--- config.mk ---
export PLATFORM = sky130hd
export DESIGN_NAME = spi_seq_swc
export DESIGN_NICKNAME = d
export VERILOG_FILES = /design/src/rtl/spi_seq_swc.sv
export SDC_FILE = /design/constraint.sdc
export NUM_CORES = 1
export LEC_CHECK = 0
export BUFFER_PORTS_ARGS = -buffer_cell sky130_fd_sc_hd__buf_2
export CAP_MARGIN = 20
export CORE_UTILIZATION = 43
export DETAILED_ROUTE_END_ITERATION = 8
export GPL_TIMING_DRIVEN = 0
export PLACE_DENSITY = 0.76
export SLEW_MARGIN = 20
export SYNTH_ARGS = -nofsm -noshare
export SYNTH_HDL_FRONTEND = slang
export SYNTH_SLANG_ARGS = --single-unit
--- constraint.sdc ---
create_clock -name pclk -period 2 [get_ports pclk]
set_input_delay 0.1 -clock pclk [delete_from_list [all_inputs] [get_ports pclk]]
set_output_delay 0.1 -clock pclk [all_outputs]
set_load 0.02 [all_outputs]
--- src/rtl/spi_seq_swc.sv ---
// SPI transaction sequencer: runs one command (CR write, TX stream into WDR,
// SR poll, RDR read-back) as an APB master on behalf of a local requester.
module spi_seq_swc #(
  parameter logic [31:0] SPI_BASE   = 32'h0010_0000,
  parameter int          POLL_LIMIT = 4096,
  parameter int          PCNT_W     = 13
) (
  input  logic        pclk,
  input  logic        prst,
  input  logic        req_valid,
  output logic        req_ready,
  input  logic [31:0] req_cr,
  input  logic [4:0]  req_len,
  input  logic        tx_valid,
  output logic        tx_ready,
  input  logic [15:0] tx_data,
  output logic        rx_valid,
  input  logic        rx_ready,
  output logic [15:0] rx_data,
  output logic        done,
  output logic [1:0]  err,
  output logic [31:0] paddr,
  output logic        psel,
  output logic        penable,
  output logic        pwrite,
  output logic [31:0] pwdata,
  input  logic        pready,
  input  logic [31:0] prdata,
  input  logic        pslverr
);

  typedef enum logic [2:0] {S_IDLE, S_WR_CR, S_WR_TX, S_POLL, S_RD_RX, S_FIN} state_t;
  typedef enum logic [1:0] {A_IDLE, A_SETUP, A_ACCESS} aph_t;

  localparam logic [PCNT_W-1:0] PCNT_LAST = PCNT_W'(POLL_LIMIT - 1);

  state_t             state_q, state_d;
  aph_t               aph_q, aph_d;
  logic [4:0]         len_q, len_d;
  logic [4:0]         wcnt_q, wcnt_d;
  logic [PCNT_W-1:0]  pcnt_q, pcnt_d;
  logic [31:0]        paddr_q, paddr_d;
  logic [31:0]        pwdata_q, pwdata_d;
  logic               pwrite_q, pwrite_d;
  logic               rx_valid_q, rx_valid_d;
  logic [15:0]        rx_data_q, rx_data_d;
  logic [1:0]         err_q, err_d;

  logic xfer_done;
  logic apb_free;
  logic unused_prdata_hi;

  assign xfer_done        = (aph_q == A_ACCESS) && pready;
  assign apb_free         = (aph_q == A_IDLE);
  assign unused_prdata_hi = ^prdata[31:16];

  always_comb begin
    state_d    = state_q;
    aph_d      = aph_q;
    len_d      = len_q;
    wcnt_d     = wcnt_q;
    pcnt_d     = pcnt_q;
    paddr_d    = paddr_q;
    pwdata_d   = pwdata_q;
    pwrite_d   = pwrite_q;
    rx_valid_d = rx_valid_q;
    rx_data_d  = rx_data_q;
    err_d      = err_q;

    case (aph_q)
      A_SETUP:  aph_d = A_ACCESS;
      A_ACCESS: if (pready) aph_d = A_IDLE;
      default:  ;
    endcase

    // A new transfer is only launched from A_IDLE, which guarantees the
    // one-cycle psel release between back-to-back transfers.
    case (state_q)
      S_IDLE: begin
        if (req_valid) begin
          state_d  = S_WR_CR;
          len_d    = req_len;
          wcnt_d   = 5'd0;
          pcnt_d   = '0;
          err_d    = 2'd0;
          aph_d    = A_SETUP;
          paddr_d  = SPI_BASE;
          pwdata_d = req_cr;
          pwrite_d = 1'b1;
        end
      end
      S_WR_CR: begin
        if (xfer_done) begin
          if (pslverr) begin
            state_d = S_FIN;
            err_d   = 2'd1;
          end else if (len_q == 5'd0) begin
            state_d = S_POLL;
          end else begin
            state_d = S_WR_TX;
          end
        end
      end
      S_WR_TX: begin
        if (xfer_done) begin
          wcnt_d = wcnt_q + 5'd1;
          if (pslverr) begin
            state_d = S_FIN;
            err_d   = 2'd1;
          end else if (wcnt_q + 5'd1 == len_q) begin
            state_d = S_POLL;
          end
        end else if (apb_free && tx_valid) begin
          aph_d    = A_SETUP;
          paddr_d  = SPI_BASE + 32'h8;
          pwdata_d = {16'h0000, tx_data};
          pwrite_d = 1'b1;
        end
      end
      S_POLL: begin
        if (xfer_done) begin
          if (pslverr) begin
            state_d = S_FIN;
            err_d   = 2'd1;
          end else if (!prdata[7] && !prdata[1]) begin
            if (len_q == 5'd0) begin
              state_d = S_FIN;
            end else begin
              state_d = S_RD_RX;
              wcnt_d  = 5'd0;
            end
          end else begin
            if (pcnt_q != '1) pcnt_d = pcnt_q + 1'b1;
            if (pcnt_q >= PCNT_LAST) begin
              state_d = S_FIN;
              err_d   = 2'd2;
            end
          end
        end else if (apb_free) begin
          aph_d    = A_SETUP;
          paddr_d  = SPI_BASE + 32'h4;
          pwrite_d = 1'b0;
        end
      end
      S_RD_RX: begin
        if (xfer_done) begin
          if (pslverr) begin
            state_d = S_FIN;
            err_d   = 2'd1;
          end else begin
            rx_valid_d = 1'b1;
            rx_data_d  = prdata[15:0];
            wcnt_d     = wcnt_q + 5'd1;
          end
        end else if (rx_valid_q) begin
          // The accepting cycle never launches the next read.
          if (rx_ready) begin
            rx_valid_d = 1'b0;
            if (wcnt_q == len_q) state_d = S_FIN;
          end
        end else if (apb_free) begin
          aph_d    = A_SETUP;
          paddr_d  = SPI_BASE + 32'hC;
          pwrite_d = 1'b0;
        end
      end
      S_FIN:   state_d = S_IDLE;
      default: state_d = S_IDLE;
    endcase
  end

  always_ff @(posedge pclk) begin
    if (prst) begin
      state_q    <= S_IDLE;
      aph_q      <= A_IDLE;
      len_q      <= 5'd0;
      wcnt_q     <= 5'd0;
      pcnt_q     <= '0;
      paddr_q    <= 32'h0;
      pwdata_q   <= 32'h0;
      pwrite_q   <= 1'b0;
      rx_valid_q <= 1'b0;
      rx_data_q  <= 16'h0;
      err_q      <= 2'd0;
    end else begin
      state_q    <= state_d;
      aph_q      <= aph_d;
      len_q      <= len_d;
      wcnt_q     <= wcnt_d;
      pcnt_q     <= pcnt_d;
      paddr_q    <= paddr_d;
      pwdata_q   <= pwdata_d;
      pwrite_q   <= pwrite_d;
      rx_valid_q <= rx_valid_d;
      rx_data_q  <= rx_data_d;
      err_q      <= err_d;
    end
  end

  assign req_ready = (state_q == S_IDLE) && !prst;
  assign tx_ready  = (state_q == S_WR_TX) && xfer_done && !prst;
  assign rx_valid  = rx_valid_q;
  assign rx_data   = rx_data_q;
  assign done      = (state_q == S_FIN);
  assign err       = err_q;
  assign paddr     = paddr_q;
  assign psel      = (aph_q != A_IDLE);
  assign penable   = (aph_q == A_ACCESS);
  assign pwrite    = pwrite_q;
  assign pwdata    = pwdata_q;

endmodule

==> tab_implementation.tex <==
\begin{tabular}{lr}
\hline
Metric & Value \\
\hline
\multicolumn{2}{l}{\textbf{Placed design}} \\
IO Port Bufs & 135 \\
HPWL Detailed & 9.00 mm \\
Last weighted congestion value of the routability-driven placer & 0.920 \\
Instance area at placement & 0.00521 sq mm \\
\multicolumn{2}{l}{\textbf{Route}} \\
Count of routing violations after the opening detailed-route iteration & 263 \\
Antenna Nets Post-Route & 0 \\
Total detailed-routing wirelength & 13.7 mm \\
WL/cell & 15.0 um \\
\# DRC & 0 \\
Detailed-route vias per instance & 5.29 \\
Via count of the routed design & 4,811 \\
DR pass1 iterations & 5 \\
\multicolumn{2}{l}{\textbf{Logic synthesis}} \\
Mapped Area & 0.00424 sq mm \\
Synthesized flop and latch total & 83 \\
Cells after synthesis & 541 \\
Post-synth top flop & dfxtp\_1 \\
Avg Cell Area, Syn & 7.84 sq um \\
Unique cell type count in the Yosys netlist & 65 \\
Portion of the post-synthesis area used by sequential elements & 39.2\% \\
Synth async-reset ratio & 0\% \\
Number of warnings reported in the yosys synthesis log & 0 \\
Number of flops mapped to enable cells by yosys & 0 \\
\multicolumn{2}{l}{\textbf{Timing}} \\
Worst clock skew & 0.0132 ns \\
Worst slew margin & 49.8\% \\
Final-report max-slew violation count & 0 \\
Number of failing setup endpoints in the final timing report & 0 \\
Actual slew at the worst max-slew pin & 0.746 ns \\
RSZ-0062 raised after global routing & yes \\
Peak Freq & 500 MHz \\
Post-route fraction of the period consumed by the critical path & 100\% \\
Final worst path period need & 2.00 ns \\
Endpoints failing hold & 0 \\
Accumulated negative setup slack & 0 ns \\
\multicolumn{2}{l}{\textbf{Setup path}} \\
Critical path's most frequent cell & buf\_6 \\
Worst EP required & 2.23 ns \\
Crit path largest cell delay & 0.48 ns \\
Sequence of cells on the critical path & buf\_6 > or4b\_1 > buf\_6 > o211ai\_4 > a31oi\_4 > buf\_4 > o41ai\_1 > a21oi\_1 \\
Endpoint class of the critical path & flip-flop \\
Crit Path Class & flip-flop to flip-flop \\
Worst Setup Start Kind & flip-flop \\
Largest fanout on the critical path & 10 \\
CP max-delay cell & or4b\_1 \\
CP Data Arrival Time & 2.23 ns \\
\multicolumn{2}{l}{\textbf{Clocking}} \\
Clock transition at the registers of the reported paths & 0.09 ns \\
Longest Clk Path Bufs & 2 \\
CTS Root Buffer Type & clkbuf\_8 \\
TritonCTS sink count & 83 \\
Number of buffers inserted during clock tree synthesis & 9 \\
H-tree Lvls & 3 \\
Clock latency on the worst-skew pair & 0.36 ns \\
TritonCTS clock tree & yes \\
\multicolumn{2}{l}{\textbf{Power}} \\
Maximum VDD drop & 420 uV \\
Static Leak & 2.72 nW \\
Post-layout total power & 4.02 mW \\
Pwr dens & 643 mW/mm\^{}2 \\
\multicolumn{2}{l}{\textbf{GRT}} \\
Largest net degree at the start of global routing & 16 \\
Number of antenna violations at the first check in global routing & 0 \\
Vias in the first global route & 4,473 \\
Total Routing Usage GR & 26.2\% \\
First-pass GRT wire length & 21.2 mm \\
Final global-route overflow total & 0 \\
\multicolumn{2}{l}{\textbf{Cells and area}} \\
Fin util & 66.5\% \\
Total Nets Final & 873 \\
Commonest cells after routing, fill and taps aside & buf\_2 (137), nand2\_1 (104), dfxtp\_1 (78), a21oi\_1 (64), dlygate4sd3\_1 (56) \\
Most common cell after layout, fill and taps aside & buf\_2 \\
Area delta synth->final & 47.5\% \\
Share of layout cells above drive strength 1 & 31.9\% \\
Cell area after layout & 0.00626 sq mm \\
Antenna Cells & 0 \\
\multicolumn{2}{l}{\textbf{Die}} \\
Starting utilization of the core area & 45.1\% \\
Num rows & 35 \\
Die width & 101 um \\
Die area & 0.0103 sq mm \\
Area of the placeable core & 0.00942 sq mm \\
Chip Height & 101 um \\
Top-Level Pins & 181 \\
\multicolumn{2}{l}{\textbf{Min path}} \\
Classification of the worst-slack hold path & input pin to flip-flop \\
\multicolumn{2}{l}{\textbf{Job}} \\
Maxcap violations & 0 \\
\multicolumn{2}{l}{\textbf{Status}} \\
Run status & complete, no violations \\
\hline
\end{tabular}
-- power by group --
group	switching (mW)	total, mW	leakage [nW]	internal [mW]
combinational	0.622	1.06	1.95	0.442
sequential	0.0582	1.81	0.680	1.75
clock	0.654	1.15	0.0897	0.496
-- per-stage QoR --
stage                     hold WS, ns  setup WS, ns  std cells
after floorplan                 0.236        0.0648        569
after global placement          0.341        -0.320        833
after detailed placement        0.352        -0.371        833
after CTS                    0.000321      0.000501        906
after global routing          0.00498       -0.0440        909
final                         0.00400      0.000392        909
-- routing by layer --
layer / part of all wire, % / routed length (um) / GRT usage (%)
met4: 3.8 / 514 / 12.4
met1: 41 / 5580 / 32.4
met3: 6.4 / 868 / 4.90
met2: 49 / 6700 / 44.0
met5: 0 / 0 / 0
-- path summary, 6_finish.rpt --
kind	cells past startpoint	slack [ns]	startpoint	endpoint
worst max-delay path	8	0.0004	state_q[0]$_SDFFE_PP0P_	state_q[0]$_SDFFE_PP0P_
worst min-delay path	3	0.004	req_len[0]	len_q[0]$_SDFFE_PP0P_
worst min register to register	2	0.45	pwdata[23]$_SDFFE_PP0P_	pwdata[23]$_SDFFE_PP0P_
worst max register to register	8	0.0004	state_q[0]$_SDFFE_PP0P_	state_q[0]$_SDFFE_PP0P_
-- critical path, delay by kind of cell, from the launching register on --
family	cells	cell delay [ns]
compound gates	4	0.63
simple gates	1	0.48
buf+inv	3	0.45
flops	1	0.32
-- logic make-up (layout without fill, tap and decap cells) --
group / after synthesis / after routing / share of synthesized area (%)
and+or+nand+nor: 224 / 224 / 25.1
adders and majority gates: 7 / 7 / 2.01
xor gates and xnor gates: 12 / 12 / 2.48
muxes: 4 / 4 / 0.973
DFF: 83 / 83 / 39.2
AOI/OAI and AO/OA: 133 / 133 / 20.4
other: 1 / 29 / 0.0884
buffers and inverters: 77 / 288 / 9.76
-- sequential cells by signal (all words and copies together) (netlist names), 2 cells and up --
name and count:
pcnt_q 13, err 2, rx_data 16, aph_q 2, paddr 3, state_q 3
wcnt_q 5, pwdata 32, len_q 5
-- cell type report --
type | count | area [sq um]
clock inverters | 6 | 46.3
multi-input cells | 409 | 2500
clock buffers | 10 | 138
inverters | 13 | 52.6
flip-flops and latches | 83 | 1670
fillers | 769 | 3160
repair buffers | 199 | 1300
plain buffers | 60 | 393
well taps | 129 | 161
-- Yosys cell counts, drive strengths merged, types with 2 or more instances --
library cell / count / share of area (%)
nand4: 5 / 0.88
a211oi: 6 / 1.1
o21ai: 12 / 1.4
o311ai: 3 / 0.80
nor2: 37 / 3.3
xnor2: 8 / 1.7
a31o: 2 / 0.41
a2111oi: 2 / 0.44
buf: 38 / 6.3
mux2i: 3 / 0.71
a22oi: 2 / 0.35
nor2b: 4 / 0.59
ha: 6 / 1.8
nor3b: 3 / 0.53
nand3: 26 / 3.1
or3b: 2 / 0.41
a41oi: 3 / 0.62
xor2: 4 / 0.83
nand4b: 2 / 0.41
or3: 7 / 1.0
dfxtp: 83 / 39
or4b: 2 / 0.47
nand2: 107 / 9.5
o22ai: 3 / 0.44
a311oi: 19 / 3.9
inv: 12 / 1.1
o211ai: 3 / 0.65
a21oi: 65 / 7.7
nor3: 11 / 1.4
nand2b: 3 / 0.44
clkbuf: 26 / 2.3
and2: 2 / 0.29
a31oi: 2 / 0.44
a21o: 3 / 0.53
nor4: 6 / 1.2
-- timing repair --
item	4_1_cts	5_1_grt
setup endpoints to repair	64	55
resized for setup	37	32
hold buffers	55	1
pin swaps	5	5
buffers inserted	4	4
hold endpoints to repair	48	1
No activity file was read; power rests on OpenSTA's default activity.
